<file path="config.mk">
export PLATFORM = sky130hd
export DESIGN_NAME = keccak_host_sequencer
export DESIGN_NICKNAME = d
export VERILOG_FILES = /design/src/rtl/keccak_host_sequencer.sv
export SDC_FILE = /design/constraint.sdc
export NUM_CORES = 1
export LEC_CHECK = 0
export ABC_CLOCK_PERIOD_IN_PS = 9100
export BUFFER_PORTS_ARGS = -buffer_cell sky130_fd_sc_hd__buf_2
export CORE_ASPECT_RATIO = 1.1
export CORE_MARGIN = 2
export CORE_UTILIZATION = 30
export CTS_CLUSTER_SIZE = 12
export DETAILED_ROUTE_END_ITERATION = 6
export PLACE_DENSITY = 0.49
export SETUP_SLACK_MARGIN = 0.2
export SLEW_MARGIN = 20
export SYNTH_ARGS = -nofsm -noshare
export SYNTH_HDL_FRONTEND = slang
export SYNTH_SLANG_ARGS = --single-unit
</file>
<file path="constraint.sdc">
create_clock -name clk -period 9.1 [get_ports clk]
set_clock_uncertainty 0.05 [all_clocks]
set_input_delay 0.91 -clock clk [delete_from_list [all_inputs] [get_ports clk]]
set_output_delay 0.91 -clock clk [all_outputs]
set_load 0.1 [all_outputs]
</file>
<file path="src/rtl/keccak_host_sequencer.sv">
// Host-side sequencer for the Keccak Avalon-MM slave: streams message words in, digest words out.
// Define KECCAK_SEQ_TIMEOUT_EN to abort a hash after POLL_LIMIT unsuccessful status reads.
module keccak_host_sequencer #(
    parameter int DIGEST_WORDS  = 8,
    parameter int POLL_INTERVAL = 16,
    parameter int POLL_LIMIT    = 4096
) (
    input  logic        clk,
    input  logic        reset,
    input  logic [31:0] msg_data,
    input  logic [5:0]  msg_bits,
    input  logic        msg_last,
    input  logic        msg_valid,
    output logic        msg_ready,
    output logic [4:0]  avm_address,
    output logic [31:0] avm_writedata,
    output logic [3:0]  avm_byteenable,
    output logic        avm_write,
    output logic        avm_read,
    output logic        avm_chipselect,
    input  logic [31:0] avm_readdata,
    output logic [31:0] dig_data,
    output logic [2:0]  dig_index,
    output logic        dig_last,
    output logic        dig_valid,
    input  logic        dig_ready,
    output logic        busy,
    output logic        timeout_err
);

    typedef enum logic [3:0] {
        IDLE, WR_LEN, GAP1, WR_DATA, GAP2, POLL_WAIT, POLL_RD, POLL_CAP,
        CLR, GAP3, DIG_RD, DIG_CAP, DIG_OUT
    } state_t;

    localparam int                WAIT_W      = $clog2(POLL_INTERVAL + 1);
    localparam logic [WAIT_W-1:0] WAIT_LAST   = WAIT_W'(POLL_INTERVAL - 1);
    localparam logic [2:0]        IDX_LAST    = 3'(DIGEST_WORDS - 1);
    localparam logic [4:0]        ADDR_LEN    = 5'h00;
    localparam logic [4:0]        ADDR_DATA   = 5'h01;
    localparam logic [4:0]        ADDR_STATUS = 5'h04;
    localparam logic [4:0]        ADDR_DIGEST = 5'h10;

    state_t            state;
    logic [31:0]       data_q;
    logic              last_q;
    logic [WAIT_W-1:0] wait_cnt;
    logic [2:0]        idx;

`ifdef KECCAK_SEQ_TIMEOUT_EN
    localparam int                POLL_W   = $clog2(POLL_LIMIT + 1);
    localparam logic [POLL_W-1:0] POLL_MAX = POLL_W'(POLL_LIMIT);
    logic [POLL_W-1:0] poll_cnt;
    logic              timeout_q;
    assign timeout_err = timeout_q;
`else
    assign timeout_err = 1'b0;
`endif

    // The slave accepts at most 32 valid bits per data word.
    function automatic logic [31:0] len_word(input logic [5:0] bits, input logic last);
        logic [5:0] clamped;
        clamped = (bits > 6'd32) ? 6'd32 : bits;
        return {last, 25'd0, clamped};
    endfunction

    always_ff @(posedge clk) begin
        if (state == IDLE && msg_valid && msg_ready) begin
            data_q <= msg_data;
            last_q <= msg_last;
        end
    end

    always_ff @(posedge clk or posedge reset) begin
        if (reset) begin
            state          <= IDLE;
            msg_ready      <= 1'b0;
            busy           <= 1'b0;
            avm_address    <= '0;
            avm_writedata  <= '0;
            avm_byteenable <= '0;
            avm_write      <= 1'b0;
            avm_read       <= 1'b0;
            avm_chipselect <= 1'b0;
            dig_data       <= '0;
            dig_index      <= '0;
            dig_last       <= 1'b0;
            dig_valid      <= 1'b0;
            wait_cnt       <= '0;
            idx            <= '0;
`ifdef KECCAK_SEQ_TIMEOUT_EN
            poll_cnt       <= '0;
            timeout_q      <= 1'b0;
`endif
        end else begin
            // Strobes are single-cycle; only the transitions below raise them.
            avm_byteenable <= 4'hF;
            avm_write      <= 1'b0;
            avm_read       <= 1'b0;
            avm_chipselect <= 1'b0;
            case (state)
                IDLE: begin
                    if (msg_valid && msg_ready) begin
                        state          <= WR_LEN;
                        msg_ready      <= 1'b0;
                        busy           <= 1'b1;
                        avm_write      <= 1'b1;
                        avm_chipselect <= 1'b1;
                        avm_address    <= ADDR_LEN;
                        avm_writedata  <= len_word(msg_bits, msg_last);
                    end else begin
                        msg_ready <= 1'b1;
                    end
                end
                WR_LEN: state <= GAP1;
                GAP1: begin
                    state          <= WR_DATA;
                    avm_write      <= 1'b1;
                    avm_chipselect <= 1'b1;
                    avm_address    <= ADDR_DATA;
                    avm_writedata  <= data_q;
                end
                WR_DATA: state <= GAP2;
                GAP2: begin
                    if (last_q) begin
                        state    <= POLL_WAIT;
                        wait_cnt <= '0;
`ifdef KECCAK_SEQ_TIMEOUT_EN
                        poll_cnt <= '0;
`endif
                    end else begin
                        state     <= IDLE;
                        msg_ready <= 1'b1;
                        busy      <= 1'b0;
                    end
                end
                POLL_WAIT: begin
                    if (wait_cnt == WAIT_LAST) begin
                        state          <= POLL_RD;
                        avm_read       <= 1'b1;
                        avm_chipselect <= 1'b1;
                        avm_address    <= ADDR_STATUS;
`ifdef KECCAK_SEQ_TIMEOUT_EN
                        poll_cnt       <= poll_cnt + 1'b1;
`endif
                    end else begin
                        wait_cnt <= wait_cnt + 1'b1;
                    end
                end
                POLL_RD: state <= POLL_CAP;
                // Read data returns one cycle after the strobe, i.e. during this state.
                POLL_CAP: begin
                    if (avm_readdata[0]) begin
                        state          <= CLR;
                        avm_write      <= 1'b1;
                        avm_chipselect <= 1'b1;
                        avm_address    <= ADDR_STATUS;
                        avm_writedata  <= '0;
                    end
`ifdef KECCAK_SEQ_TIMEOUT_EN
                    else if (poll_cnt == POLL_MAX) begin
                        state     <= IDLE;
                        timeout_q <= 1'b1;
                        msg_ready <= 1'b1;
                        busy      <= 1'b0;
                    end
`endif
                    else begin
                        state    <= POLL_WAIT;
                        wait_cnt <= '0;
                    end
                end
                CLR: state <= GAP3;
                GAP3: begin
                    state          <= DIG_RD;
                    avm_read       <= 1'b1;
                    avm_chipselect <= 1'b1;
                    avm_address    <= ADDR_DIGEST | {2'b00, idx};
                end
                DIG_RD: state <= DIG_CAP;
                DIG_CAP: begin
                    state     <= DIG_OUT;
                    dig_data  <= avm_readdata;
                    dig_index <= idx;
                    dig_last  <= (idx == IDX_LAST);
                    dig_valid <= 1'b1;
                end
                DIG_OUT: begin
                    if (dig_ready) begin
                        dig_valid <= 1'b0;
                        if (idx == IDX_LAST) begin
                            idx       <= '0;
                            state     <= IDLE;
                            msg_ready <= 1'b1;
                            busy      <= 1'b0;
                        end else begin
                            idx            <= idx + 3'd1;
                            state          <= DIG_RD;
                            avm_read       <= 1'b1;
                            avm_chipselect <= 1'b1;
                            avm_address    <= ADDR_DIGEST | {2'b00, idx + 3'd1};
                        end
                    end
                end
                default: state <= IDLE;
            endcase
        end
    end

endmodule

</file>
==> results of run 1 <==
## final cells by class
cell class | count | area (um^2) | area share [%]
Sequential cell | 124 | 3270 | 50.0
Timing Repair Buffer | 158 | 816 | 12.5
Clock inverter | 12 | 159 | 2.43
Clock buffer | 20 | 468 | 7.16
Multi-Input combinational cell | 185 | 1540 | 23.6
Tap cell | 204 | 255 | 3.91
Inverter | 7 | 28.8 | 0.440
## synth_stat cells (4+ instances only)
cell        n  area, um^2
o21ai_0    11        55.1
o2bb2ai_1   5        43.8
mux2_4      4        60.1
nor2b_1     6        37.5
a21oi_1     9        45.0
nor2_1     10        37.5
ha_1        4        50.1
a22o_1     34         298
mux2_2     41         462
nand3_1     5        25.0
edfxtp_1   33         991
buf_4       5        37.5
nand2_1     7        26.3
buf_2      12        60.1
inv_1       6        22.5
dfrtp_1    91        2280
buf_6       4        45.0
## per-layer routing
layer	routed length [um]	vias up
li1	-	1565
met1	4710	1584
met2	5000	130
met3	932	17
met4	188	0
met5	0	-
## per-stage QoR
stage                     instance area (um^2)  utilization (%)
final                                     6540             40.1
after global routing                      6540             40.1
after CTS                                 6510             39.9
after detailed placement                  5880             36.1
after global placement                    5880             36.1
after floorplan                           4980                -
## sequential cells by signal (all words and copies together), names as in the netlist, 3 cells and up
name	cells
avm_writedata	32
data_q	32
dig_data	32
wait_cnt	5
avm_address	4
state	4
dig_index	3
idx	3
## path summary, 6_finish.rpt
check	end	depth (start not counted)	slack (ps)
max in group asynchronous	avm_writedata[21]	3	7410
worst max register to register	data_q[13]	6	6410
worst min-delay path	avm_writedata[10]	1	410
min in group asynchronous	dig_data[9]	2	440
worst min register to register	avm_writedata[10]	1	410
worst max-delay path	data_q[13]	6	6410
## cell families (layout without fill, tap and decap cells)
kind of cell,count (synthesis),in the layout,share of synthesized area [%]
multiplexers,46,46,10.7
buffers and inverters,30,197,3.55
adder cells (fa/ha/maj),4,4,1.01
XOR/XNOR,2,2,0.352
AND/OR/NAND/NOR,50,50,5.74
AO/OA/AOI/OAI,80,80,12.8
flip-flops,124,124,65.7
other,2,3,0.151
## layout by cell type, fill, tap and decap left out, types with 5 or more instances in the layout
cell and instances:
buf_2 156, a22o_1 34, nor2_1 9, mux2_2 41, o21ai_0 11, o2bb2ai_1 5, dfrtp_1 91, inv_1 5
a21oi_1 9, nand2_1 7, nand3_1 5, nor2b_1 6, edfxtp_1 33, clkbuf_16 18
## critical path: stages (launching register included)
cell and delay (ps):
dfrtp_1 410, ha_1 180, ha_1 330, nand4_1 140
a21oi_1 300, nand2_1 160, nor2_4 720
==> metrics.md, run 1 <==
| Metric | Value |
|---|---|
| Outcome | `completed` |
| H-Tree Depth | `4` |
| Share of cells above drive strength 1 | `48.4%` |
| Worst-margin pin slew | `945 ps` |
| Initial core utilization | `30.5%` |
| Avg Inst Size Synth | `approximately 15 um^2` |
| Setup WS pre-CTS | `6240 ps` |
| Hold_buf cts | `0` |
| Hpwl dp | `7340 um` |
| Mapped Cells | `338` |
| Final antenna-violating net count | `0` |
| Number of global-route vias before repair | `3468` |
| WL final | `10800 um` |
| Yosys warnings | `0` |
| IO Pins | `approximately 160` |
| Setup TNS | `0 ps` |
| # setup viols final | `0` |
| Worst Path Arrival | `2670 ps` |
| Vias per inst | `4.64` |
| Slew Limit Headroom | `roughly 37%` |
| Worst Setup SP | `idx[0]` |
| #FFs+latches synth | `124` |
| Synth Cell Area | `approximately 5000 um^2` |
| CTS tree | `done` |
| M1 GR Usage | `16.0%` |
| Skew-Pair Late Insertion Delay | `around 400 ps` |
| GRT met2 Usage | `19.3%` |
| Async set-reset flop share out of synthesis | `73.4%` |
| Setup crit end kind | `flip-flop` |
| Reg2Reg Launch Point | `idx[0]` |
| PostCTS Resize Cnt | `0` |
| Total GRT Usage | `12.8%` |
| Setup Fix Bufs, Post-CTS | `0` |
| Congestion Overflow GR | `0` |
| Number of max-cap violations | `0` |
| Post-route DRC | `0` |
| Clk root buf | `clkbuf_16` |
| Cell variety after synth | `47` |
| Port Buffers | `about 160` |
| Hold_ws | `a little over 400 ps` |
| GPL Wtd Cong | `0.737` |
| First-pass GRT wire length | `17600 um` |
| RSZ-0062 raised after global routing | `no` |
| Fill cells | `1593` |
| Primary FF master, synth | `dfrtp_1` |
| N_diodes | `0` |
| Hold Crit Start | `data_q[10]` |
| 1st-pass router iterations | `5` |
| Total placed cells including tap cells | `677` |
| Post-route minimum period | `~2700 ps` |
| Max-slew violations | `0` |
| Register area share after synthesis | `65.7%` |
| GR peak layer | `met2` |
| Area Overhead vs Synth | `31.4%` |
| Vert. Die Dim | `139 um` |
| Num rows | `49` |
| Clock buffer depth | `2` |
| Crit path kind | `reg2reg` |
| Routed len/inst | `15.3 um` |
| Die area | `17600 um^2` |
| Worst Path Max Fanout | `33` |
| Final hold violations | `0` |
| Die Width | `127 um` |
| Fmax | `371 MHz` |
| Grt met3 use | `5.90%` |
| Path type of the worst min-delay path | `reg2reg` |
| Worst EP required | `slightly above 9000 ps` |
| DRT iter0 DRCs | `102` |
| Sink Count | `124` |
| Setup crit start kind | `flip-flop` |
| Clk slew on worst S/H paths | `60 ps` |
| Non-filler instance count after layout | `710` |
| Initial antenna violation count | `0` |
| Placeable Area | `16300 um^2` |
| Final period util | `between 20% and 30%` |
| DR vias | `3296` |
| Final worst setup slack | `6410 ps` |
| Layout net count | `approximately 570` |
| Number of synthesized flops with an enable pin | `33` |
| Total CTS buffers | `17` |
| Pin count of the biggest net entering global routing | `between 60 and 70` |
Power of run 1 is not shown: default switching activity piles up to over one toggle a cycle in this logic, so the estimate is an artifact.
==> inputs of run 2 (changes only) <==
Settings changed: ABC_CLOCK_PERIOD_IN_PS 9100 to 2360, PLACE_DENSITY 0.49 to 0.51.
Clock period 9.1 ns to 2.36 ns, I/O delays scaled along.
==> run 2 against run 1 <==
- flip-flop and latch count unchanged
- first-iteration DRC count increased by 24%
- die area unchanged
- highest routed layer unchanged
- cell count increased by 10%
- non-clock buffer count increased by 72
==> metrics.md, run 2 (same netlist as run 1, synthesis figures left out) <==
| Metric | Value |
|---|---|
| Pin count of the biggest net entering global routing | `38` |
| Post-route minimum period | `2070 ps` |
| Final hold violations | `0` |
| Sink Count | `124` |
| Total CTS buffers | `17` |
| DR vias | `around 3700` |
| Path type of the worst min-delay path | `in2reg` |
| Worst-margin pin slew | `637 ps` |
| GPL Wtd Cong | `0.844` |
| Area Overhead vs Synth | `45.3%` |
| Crit path kind | `reg2reg` |
| Initial antenna violation count | `0` |
| Setup TNS | `0 ps` |
| Vias per inst | `4.69` |
| Max incr delay on CP | `510 ps` |
| 1st-pass router iterations | `4` |
| Most frequent cells in the layout | `buf_2 (156), dfrtp_1 (89), dlygate4sd3_1 (59)` |
| Setup crit end kind | `flip-flop` |
| Vert. Die Dim | `139 um` |
| Skew-Pair Late Insertion Delay | `around 410 ps` |
| Congestion Overflow GR | `0` |
| Max-slew violations | `0` |
| Layout net count | `between 600 and 700` |
| First-pass GRT wire length | `19500 um` |
| Post-route DRC | `0` |
| Placeable Area | `16300 um^2` |
| Fmax | `484 MHz` |
| Die Width | `127 um` |
| Worst Path Max Fanout | `12` |
| Number of max-cap violations | `0` |
| WL final | `between 10000 and 15000 um` |
| Final period util | `87.6%` |
| Slew Limit Headroom | `57.4%` |
| RSZ-0062 raised after global routing | `no` |
| Crit path buf inv count | `0` |
| Worst Path Arrival | `2310 ps` |
| DRT iter0 DRCs | `126` |
| Port Buffers | `156` |
| Regs by FF count | `avm_writedata (32), data_q (32), dig_data (32)` |
| Total GRT Usage | `14.1%` |
| Num rows | `49` |
| Area used by multi-input combinational logic | `1560 um^2` |
| Die area | `17600 um^2` |
| Share of cells above drive strength 1 | `45.2%` |
| Fill cells | `1486` |
| Initial core utilization | `roughly 30%` |
| Clk root buf | `clkbuf_16` |
| FF+latch area | `3270 um^2` |
| Worst EP required | `2600 ps` |
| Hpwl dp | `7990 um` |
| R2r setup slk | `just under 300 ps` |
| Leading cell type in the layout, fill and taps excluded | `buf_2` |
| Setup WS pre-CTS | `253 ps` |
| Routed len/inst | `15.4 um` |
| Number of global-route vias before repair | `between 3000 and 4000` |
| Outcome | `completed` |
| Final worst setup slack | `292 ps` |
| Final antenna-violating net count | `0` |
| Worst path slowest cell | `dfrtp_1` |
| Setup crit start kind | `flip-flop` |
| H-Tree Depth | `4` |
| N_diodes | `0` |
| CTS tree | `done` |
| Clock buffer depth | `2` |
| Crit path cell chain | `nor2_1, a32oi_4, o211ai_4, mux2_2` |
| CP delay by family, top | `flip-flops` |
| # setup viols final | `0` |
| IO Pins | `159` |
| Clk slew on worst S/H paths | `60 ps` |
[run 2: final cells by class]
cell class                 count  share of cell area [%]
inverter                       7                   0.416
multi-input combinational    185                    21.5
clock buffer                  19                    5.99
tap                          204                    3.53
clock inverter                13                    1.61
timing repair buffer         230                    21.6
sequential                   124                    45.3
[run 2: worst paths after layout]
kind | start | end | cells past startpoint
min in group asynchronous | reset | avm_writedata[17] | 3
worst max-delay path | state[0] | avm_writedata[5] | 4
max in group asynchronous | reset | dig_data[27] | 4
worst min-delay path | avm_readdata[18] | dig_data[18] | 2
worst max register to register | state[0] | avm_writedata[5] | 4
worst min register to register | data_q[23] | avm_writedata[23] | 1
[run 2: stage by stage]
step	util (%)	std cells	hold WS, ps	cell area (um^2)
5_1_grt	44.3	782	0.00772	7230
3_3_place_gp	37.0	689	321	6040
6_report	44.3	782	18.7	7230
3_5_place_dp	37.0	689	320	6040
4_1_cts	44.0	780	2.22	7180
2_1_floorplan	-	339	285	5000
[run 2: repair_timing]
item | 4_1_cts | 5_1_grt
endpoints found under the setup margin | 0 | 34
hold buffers | 59 | 0
gates resized for setup | 0 | 3
hold endpoints to repair | 83 | 0
buffers inserted | 0 | 1
[run 2: per-layer routing]
metal / vias to the layer above / routed length (um) / global-route usage (%)
li1: 1707 / - / -
met3: 16 / 956 / 5.83
met2: 165 / 5840 / 22.6
met5: - / 0 / 0
met4: 0 / 159 / 4.68
met1: 1782 / 5110 / 17.1
[run 2: worst reg2reg max path, delay by kind of cell, from the launching register on]
| kind | cells | cell delay, ps |
|---|---|---|
| flip-flops | 1 | 510 |
| AND/OR/NAND/NOR | 1 | 470 |
| AO/OA/AOI/OAI | 2 | 510 |
| multiplexers | 1 | 400 |
Power of run 2 is left out for the same reason.
